## src/rtl/mips_pkg.sv

```systemverilog
// Shared MIPS pipeline definitions: fetch defaults, redirect kinds and the
// pending-redirect state encoding.
package mips_pkg;

  localparam logic [31:0] DEF_RESET_PC = 32'h0000_3000;
  localparam logic [31:0] DEF_NOP_WORD = 32'h0000_0000;

  typedef enum logic [1:0] {
    RD_NONE,
    RD_BR,
    RD_J,
    RD_JR
  } rd_kind_e;

  typedef enum logic {
    IDLE,
    PEND
  } pend_state_e;

endpackage

```

## src/rtl/fetch_unit_npc.sv

```systemverilog
// Next-PC target select: computes branch/jump/jr targets from the D-stage PC
// and picks the highest-priority request (jr > j > branch).
module npc
  import mips_pkg::*;
(
  input  logic [31:0] base_pc,
  input  logic        br_taken,
  input  logic [31:0] br_off,
  input  logic        j_en,
  input  logic [25:0] j_index,
  input  logic        jr_en,
  input  logic [31:0] jr_target,
  output rd_kind_e    kind,
  output logic [31:0] target
);

  logic [31:0] pc4;

  always_comb begin
    pc4    = base_pc + 32'd4;
    kind   = RD_NONE;
    target = pc4;
    if (jr_en) begin
      kind   = RD_JR;
      target = jr_target;
    end else if (j_en) begin
      kind   = RD_J;
      target = {pc4[31:28], j_index, 2'b00};
    end else if (br_taken) begin
      kind   = RD_BR;
      target = pc4 + br_off;
    end
  end

endmodule

```

## src/rtl/fetch_unit.sv

```systemverilog
// MIPS instruction-fetch stage: PC register, pending-redirect register and F/D
// register. Define DELAY_SLOT_EN to keep the delay-slot instruction instead of flushing it.
module fetch_unit
  import mips_pkg::*;
#(
  parameter logic [31:0] RESET_PC = DEF_RESET_PC,
  parameter logic [31:0] NOP_WORD = DEF_NOP_WORD
) (
  input  logic        clk,
  input  logic        reset,
  input  logic        stall,
  input  logic        br_taken,
  input  logic [31:0] br_off,
  input  logic        j_en,
  input  logic [25:0] j_index,
  input  logic        jr_en,
  input  logic [31:0] jr_target,
  input  logic [31:0] instr_in,
  output logic [31:0] f_pc,
  output logic [31:0] d_instr,
  output logic [31:0] d_pc,
  output logic        d_valid,
  output logic        redirect_pend
);

  rd_kind_e    live_kind;
  logic [31:0] live_tgt;
  logic        live;

  pend_state_e state_q, state_d;
  logic [31:0] pend_tgt_q, pend_tgt_d;

  logic [31:0] pc_next;
  logic        flush;

  npc u_npc (
    .base_pc   (d_pc),
    .br_taken  (br_taken),
    .br_off    (br_off),
    .j_en      (j_en),
    .j_index   (j_index),
    .jr_en     (jr_en),
    .jr_target (jr_target),
    .kind      (live_kind),
    .target    (live_tgt)
  );

  assign live = (live_kind != RD_NONE);

  // A stalled redirect is parked; the latest one overwrites any earlier one.
  always_comb begin
    state_d    = state_q;
    pend_tgt_d = pend_tgt_q;
    case (state_q)
      IDLE: begin
        if (stall && live) begin
          state_d    = PEND;
          pend_tgt_d = live_tgt;
        end
      end
      PEND: begin
        if (!stall) begin
          state_d = IDLE;
        end else if (live) begin
          pend_tgt_d = live_tgt;
        end
      end
      default: state_d = IDLE;
    endcase
  end

  // A live redirect in the release cycle wins over the parked target.
  always_comb begin
    pc_next = f_pc + 32'd4;
    if (live)
      pc_next = live_tgt;
    else if (state_q == PEND)
      pc_next = pend_tgt_q;
  end

`ifdef DELAY_SLOT_EN
  assign flush = 1'b0;
`else
  assign flush = live || (state_q == PEND);
`endif

  always_ff @(posedge clk) begin
    if (reset) begin
      state_q    <= IDLE;
      pend_tgt_q <= '0;
      f_pc       <= RESET_PC;
      d_instr    <= NOP_WORD;
      d_pc       <= RESET_PC;
      d_valid    <= 1'b0;
    end else begin
      state_q    <= state_d;
      pend_tgt_q <= pend_tgt_d;
      if (!stall) begin
        f_pc <= pc_next;
        d_pc <= f_pc;
        if (flush) begin
          d_instr <= NOP_WORD;
          d_valid <= 1'b0;
        end else begin
          d_instr <= instr_in;
          d_valid <= 1'b1;
        end
      end
    end
  end

  assign redirect_pend = (state_q == PEND);

endmodule
```

## config.mk

```make
export PLATFORM = sky130hd
export DESIGN_NAME = fetch_unit
export DESIGN_NICKNAME = d
export VERILOG_FILES = /design/src/rtl/mips_pkg.sv /design/src/rtl/fetch_unit_npc.sv /design/src/rtl/fetch_unit.sv
export SDC_FILE = /design/constraint.sdc
export NUM_CORES = 1
export LEC_CHECK = 0
export CAP_MARGIN = 0
export CORE_MARGIN = 1
export CORE_UTILIZATION = 29
export CTS_BUF_LIST = sky130_fd_sc_hd__clkbuf_8
export DETAILED_ROUTE_END_ITERATION = 10
export PLACE_DENSITY = 0.56
export SLEW_MARGIN = 20
export SYNTH_ARGS = -nofsm -noshare
export SYNTH_HDL_FRONTEND = slang
export SYNTH_SLANG_ARGS = --single-unit
```

## constraint.sdc

```tcl
create_clock -name clk -period 8.1 [get_ports clk]
set_input_delay 2.43 -clock clk [delete_from_list [all_inputs] [get_ports clk]]
set_output_delay 2.43 -clock clk [all_outputs]
set_load 0.005 [all_outputs]
```

After elaboration in Yosys (flattened, before gate mapping). Index checks and enable logic that the tools add are counted.

Register bits after elaboration: 130. Latch bits: 0. Memory bits (writable): 0. Memory bits (read-only): 0. Bits of input ports: 128. Output and inout port bits: 98. Word-level logic and storage cells: 34. Memories: 0.

$add $sub $neg: 3. Multipliers: 0. Div/mod/pow operators: 0. Magnitude comparators: 0. Eq/ne operators: 3. Shift operators: 0. Muxes and demuxes: 17. Bitwise logic cells: 1. Reduce and logical (&&, ||, !) cells: 4.

Operators with widths (number): $mux 32 (9); $add 32x3->32 const B (2); $pmux 32 s2 (1); $add 32x32->32 (1); $ne 2x2->1 const B (3); $mux 1 (4); $mux 2 (2); $reduce_and 3->1 (1); $pmux 1 s2 (1); $reduce_bool 2->1 (1); $logic_and 1x1->1 (1); $logic_or 1x1->1 (1); $not 1->1 (1).

Longest topological paths before layout.
Depth after elaboration: 8. Gate-level depth with buffers: 18. Mapped depth without buffers: 17.

Cells and area by module. From an unflattened synthesis, not the netlist that was laid out.

Cells, all modules: 1159. Area, all modules: 8881.0 um2.

By module, submodules not included: fetch_unit (instances 1, cells each 682, area each 5734.2 um2, sequential area each 2602.5 um2); npc (instances 1, cells each 477, area each 3146.8 um2, sequential area each 0.0 um2).

Worst setup path before layout. No wires, ideal clock.

Kind: input -> register. Start point: in br_off[16]. End point: reg pend_tgt_q[23]. Setup time: 0.132 ns. Data arrival time: 4.717 ns. Data required time: 7.968 ns. Path slack: 3.251 ns. Stages on the path: 11. Buffers on the path: 0. Cell sequence: ha_1 a21o_1 a21o_1 a2111oi_2 nor3_1 a221o_1 o31a_1 a221oi_2 nor3_1 a21oi_1 a21oi_1.

Cells in the longest elaborated chain, start to end: 7. Elaborated cells between the ends (all ways): 8. Classes of those cells: add/sub: 1; mux: 7.

RTL lines: start: declaration (RTL line fetch_unit.sv:13) `input logic [31:0] br_off,`; $add 32x32->32 (*) (RTL line fetch_unit_npc.sv:31) `target = pc4 + br_off;`; $mux 32 (*) (RTL line fetch_unit_npc.sv:29) `end else if (br_taken) begin`; $mux 32 (*) (RTL line fetch_unit_npc.sv:26) `end else if (j_en) begin`; $mux 32 (*) (RTL line fetch_unit_npc.sv:23) `if (jr_en) begin`; $mux 32 (RTL line fetch_unit.sv:64) `end else if (live) begin`; $mux 32 (RTL line fetch_unit.sv:62) `if (!stall) begin`; $pmux 32 s2 (*) (RTL line fetch_unit.sv:54) `case (state_q)`; end signal: assignment (RTL line fetch_unit.sv:97) `pend_tgt_q <= pend_tgt_d;`; end: declaration (RTL line fetch_unit.sv:31) `logic [31:0] pend_tgt_q, pend_tgt_d;`.

Every way passes the cells marked *; elsewhere a longest branch is shown, timed or not. The select of a mux whose other input is x is not followed. A chain may end at the register's enable or synchronous reset.

Worst setup path in the final report.
Start point: in br_off[0]. End point: reg pend_tgt_q[20].

Same word-level chain as after synthesis.

==> summary.json <==
{
  "path_clk_slew": {"value": 80, "unit": "ps"},
  "crit_fanout": {"value": 4},
  "clk_root_buffer_cell": {"value": "clkbuf_8"},
  "ys_ff_latch": {"value": 130},
  "min_period": {"value": 5299, "unit": "ps"},
  "critPathArrivalTime": {"value": 5670, "unit": "ps"},
  "initial_utilization": {"value": 29.47, "unit": "%"},
  "pwr-share-seq": {"value": 42.0, "unit": "%"},
  "final_util": {"value": 39.95, "unit": "%"},
  "totalNegativeSetupSlack": {"value": 0, "unit": "ps"},
  "global_route.overflow_total": {"value": 0},
  "count_of_clock_tree_sinks": {"value": 130},
  "post_synth_inst_count": {"value": 1066},
  "maxSlewViolCount": {"value": 0},
  "critical_path_buf_inv_count": {"value": 2},
  "fmax_achieved": {"value": 188.7, "unit": "MHz"},
  "cts_made_buffers": {"value": 17},
  "worst_path_most_repeated_cell": {"value": "a211o_1"},
  "avgViaCountPerCell": {"value": 5.332},
  "power_per_cell_area": {"value": 149.7, "unit": "mW/mm^2"},
  "grt_setup_unrepaired": {"value": "false"},
  "syn_to_final_growth": {"value": 35.56, "unit": "%"},
  "dr.pass1.iters": {"value": 5},
  "synth_adder_area_share": {"value": 6.302, "unit": "%"},
  "share_of_cells_above_drive_strength_1": {"value": 5.573, "unit": "%"},
  "diodes": {"value": 0},
  "synth_seq_area_share": {"value": 30.77, "unit": "%"},
  "wire_per_inst": {"value": 19.60, "unit": "um"},
  "layout.area.seq": {"value": 0.002603, "unit": "sq mm"},
  "post-cts-setup-buffers": {"value": 0},
  "fill_cells": {"value": 2946},
  "p_comb_share": {"value": 23.9, "unit": "%"},
  "vias_in_the_first_global_route": {"value": 8507},
  "post-route-worst-setup-slack": {"value": 2801, "unit": "ps"},
  "grt_first_pass_wirelength": {"value": 50140, "unit": "um"},
  "clock_insertion_delay_worst_skew": {"value": 450, "unit": "ps"},
  "outcome": {"value": "completed"},
  "p_switching": {"value": 0.0005344, "unit": "W"},
  "drc": {"value": 0},
  "async_sr_flop_fraction": {"value": 0, "unit": "%"},
  "synth_enable_flop_cells": {"value": 0},
  "synth_top_flop_cell": {"value": "dfxtp_1"},
  "antenna_found_initial": {"value": 0},
  "fraction_of_the_mapped_netlist_area_in_compound_gates": {"value": 26.08, "unit": "%"},
  "area_of_the_mapped_netlist": {"value": 0.008458, "unit": "sq mm"},
  "skew": {"value": 18.82, "unit": "ps"},
  "worst-slew-pin-transition": {"value": 900.7, "unit": "ps"},
  "static_leakage": {"value": 4.449, "unit": "nW"},
  "data_required_time_of_the_worst_path": {"value": 8470, "unit": "ps"},
  "drtAntennaViolNets": {"value": 0},
  "crit_path_end_kind": {"value": "register"},
  "groute.usage.overall": {"value": 21.52, "unit": "%"},
  "path_delay_family": {"value": "compound AO/OA/AOI/OAI gates"},
  "final-setup-viol-count": {"value": 0},
  "setup.worst_path.start_class": {"value": "input pin"},
  "hold_path_class": {"value": "register to register"},
  "vdd.ir_drop.worst": {"value": 0.1028, "unit": "mV"},
  "timing.critical_path.slowest_cell_delay": {"value": 470, "unit": "ps"},
  "path_cells": {"value": "clkdlybuf4s50_1 -> ha_1 -> inv_1 -> fa_1 -> nor2b_1 -> o31ai_1 -> a211o_1 -> and2_1 -> o21ai_1 -> a31oi_1 -> xnor2_1 -> nand2_1 -> a211o_1 -> a21oi_1"},
  "die_height": {"value": 172.8, "unit": "um"},
  "floorplan.io_pins": {"value": 226},
  "yosys_warnings": {"value": 0},
  "dr_total_vias": {"value": 8841},
  "die-area": {"value": 0.02985, "unit": "sq mm"},
  "maxCapViolations": {"value": 0},
  "average_cell_area_after_synthesis": {"value": 7.934, "unit": "sq um"},
  "dp.final_hpwl": {"value": 24580, "unit": "um"},
  "cts_tree": {"value": "yes"},
  "switching_share": {"value": 31.13, "unit": "%"},
  "critical_path.slowest_cell": {"value": "clkdlybuf4s50_1"},
  "combinational_family_with_the_most_area_after_synthesis": {"value": "compound AO/OA/AOI/OAI gates"},
  "period_share": {"value": 65.42, "unit": "%"},
  "area_share_of_xor_xnor_cells_in_the_synthesized_design": {"value": 8.180, "unit": "%"},
  "synthSimpleGateAreaFrac": {"value": 19.13, "unit": "%"},
  "hold_buffers": {"value": 0},
  "cts.htree.levels": {"value": 4},
  "postSynthNetCount": {"value": 1236},
  "route.final.wire_length": {"value": 32490, "unit": "um"},
  "grt_start_max_net_pins": {"value": 65},
  "final-hold-violation-count": {"value": 0},
  "core_area": {"value": 0.02870, "unit": "sq mm"},
  "place_ws": {"value": 2414, "unit": "ps"},
  "io_buffers": {"value": 225},
  "post_synth_num_cell_types": {"value": 69},
  "path_class": {"value": "input pin to register"},
  "gp_congestion": {"value": 0.8624},
  "placement_rows": {"value": 62},
  "design.final.nets": {"value": 1431},
  "synth.area.mux_share": {"value": 5.621, "unit": "%"},
  "cts_repair_resize_count": {"value": 0},
  "cts.path.max_buffers": {"value": 2},
  "multi_input_comb_area": {"value": 0.005534, "unit": "sq mm"},
  "clock_power_share": {"value": 34.2, "unit": "%"},
  "p_int": {"value": 0.001182, "unit": "W"},
  "max_slew_margin": {"value": 39.73, "unit": "%"},
  "chipWidth": {"value": 172.8, "unit": "um"},
  "drt-initial-drc-count": {"value": 796}
}
-- worst min-delay path: stages, from the launching register on --
cell and delay (ps):
dfxtp_1 310, inv_1 50, a21oi_1 50
-- per-layer routing --
layer | wire length (um) | global-route usage, %
met4 | 1018 | 8.776
met2 | 14160 | 32.63
met5 | 0 | 0
met1 | 15020 | 29.87
met3 | 2298 | 4.046
-- Yosys cell counts, drive strengths merged (13+ instances only) --
| library cell | n | share of area [%] |
|---|---|---|
| a221oi | 14 | 1.5 |
| nand4 | 20 | 1.6 |
| a211oi | 13 | 1.2 |
| inv | 22 | 0.98 |
| a21o | 16 | 1.4 |
| nand3 | 35 | 2.1 |
| nand2 | 83 | 3.7 |
| nor2 | 144 | 6.4 |
| o21ai | 67 | 4.0 |
| a22o | 36 | 3.7 |
| a21oi | 84 | 5.0 |
| xor2 | 34 | 3.5 |
| ha | 41 | 6.1 |
| nor3 | 24 | 1.4 |
| mux2i | 43 | 5.1 |
| xnor2 | 45 | 4.7 |
| clkbuf | 53 | 2.4 |
| dfxtp | 130 | 31 |
-- final cells by class --
type                       instances  share of cell area, %
multi-input combinational        848                  48.26
sequential                       130                  22.70
timing repair buffer             239                  20.43
clock buffer                      18                  2.161
clock inverter                    14                  1.440
inverter                          25                 0.8184
tap                              384                  4.190
-- sequential cells by signal (all words and copies together) (netlist names) --
register,count
d_pc,32
pend_tgt_q,32
d_valid,1
f_pc,32
redirect_pend,1
d_instr,32
-- worst paths after layout --
kind                                start             end  slack (ps)  depth (start not counted)
worst min-delay path              d_valid         d_valid         460                          2
worst min register to register    d_valid         d_valid         460                          2
worst max register to register    d_pc[6]        f_pc[28]        3550                         16
worst max-delay path            br_off[0]  pend_tgt_q[20]        2800                         14
-- cell families after synthesis --
family	after synthesis
simple gates	355
compound gates	325
flops	130
buf+inv	88
xor+xnor	79
mux	47
fa+ha+maj	42
-- layout by cell type (no fill, tap or decap), types with 24 or more instances in the layout --
master	synthesis	layout
xor2_1	34	34
xnor2_1	45	45
nand3_1	35	35
a21oi_1	84	84
inv_1	22	24
a22o_1	36	36
mux2i_1	43	43
clkdlybuf4s50_1	0	222
o21ai_0	64	64
dfxtp_1	130	130
nor2_1	144	141
nor3_1	24	24
ha_1	41	41
nand2_1	83	82
-- power by group through the flow --
stage / clock (W) / sequential [W] / combinational, W
after detailed placement: 0 / 0.000734 / 0.000403
final: 0.000587 / 0.000720 / 0.000410
after global routing: 0.000624 / 0.000725 / 0.000444
after global placement: 0 / 0.000734 / 0.000404
after floorplan: 0 / 0.000718 / 0.000221
after CTS: 0.000600 / 0.000719 / 0.000406
-- stage by stage --
step | std cells | hold slack [ps] | total power, W | area [sq um]
2_1_floorplan | 1066 | 441.8 | 0.0009395 | 8458
3_3_place_gp | 1626 | 442.9 | 0.001138 | 11050
3_5_place_dp | 1626 | 451.5 | 0.001138 | 11050
4_1_cts | 1658 | 463.5 | 0.001726 | 11460
5_1_grt | 1658 | 504.1 | 0.001793 | 11470
6_report | 1658 | 455.4 | 0.001717 | 11470
No activity file was read; power rests on OpenSTA's default activity.
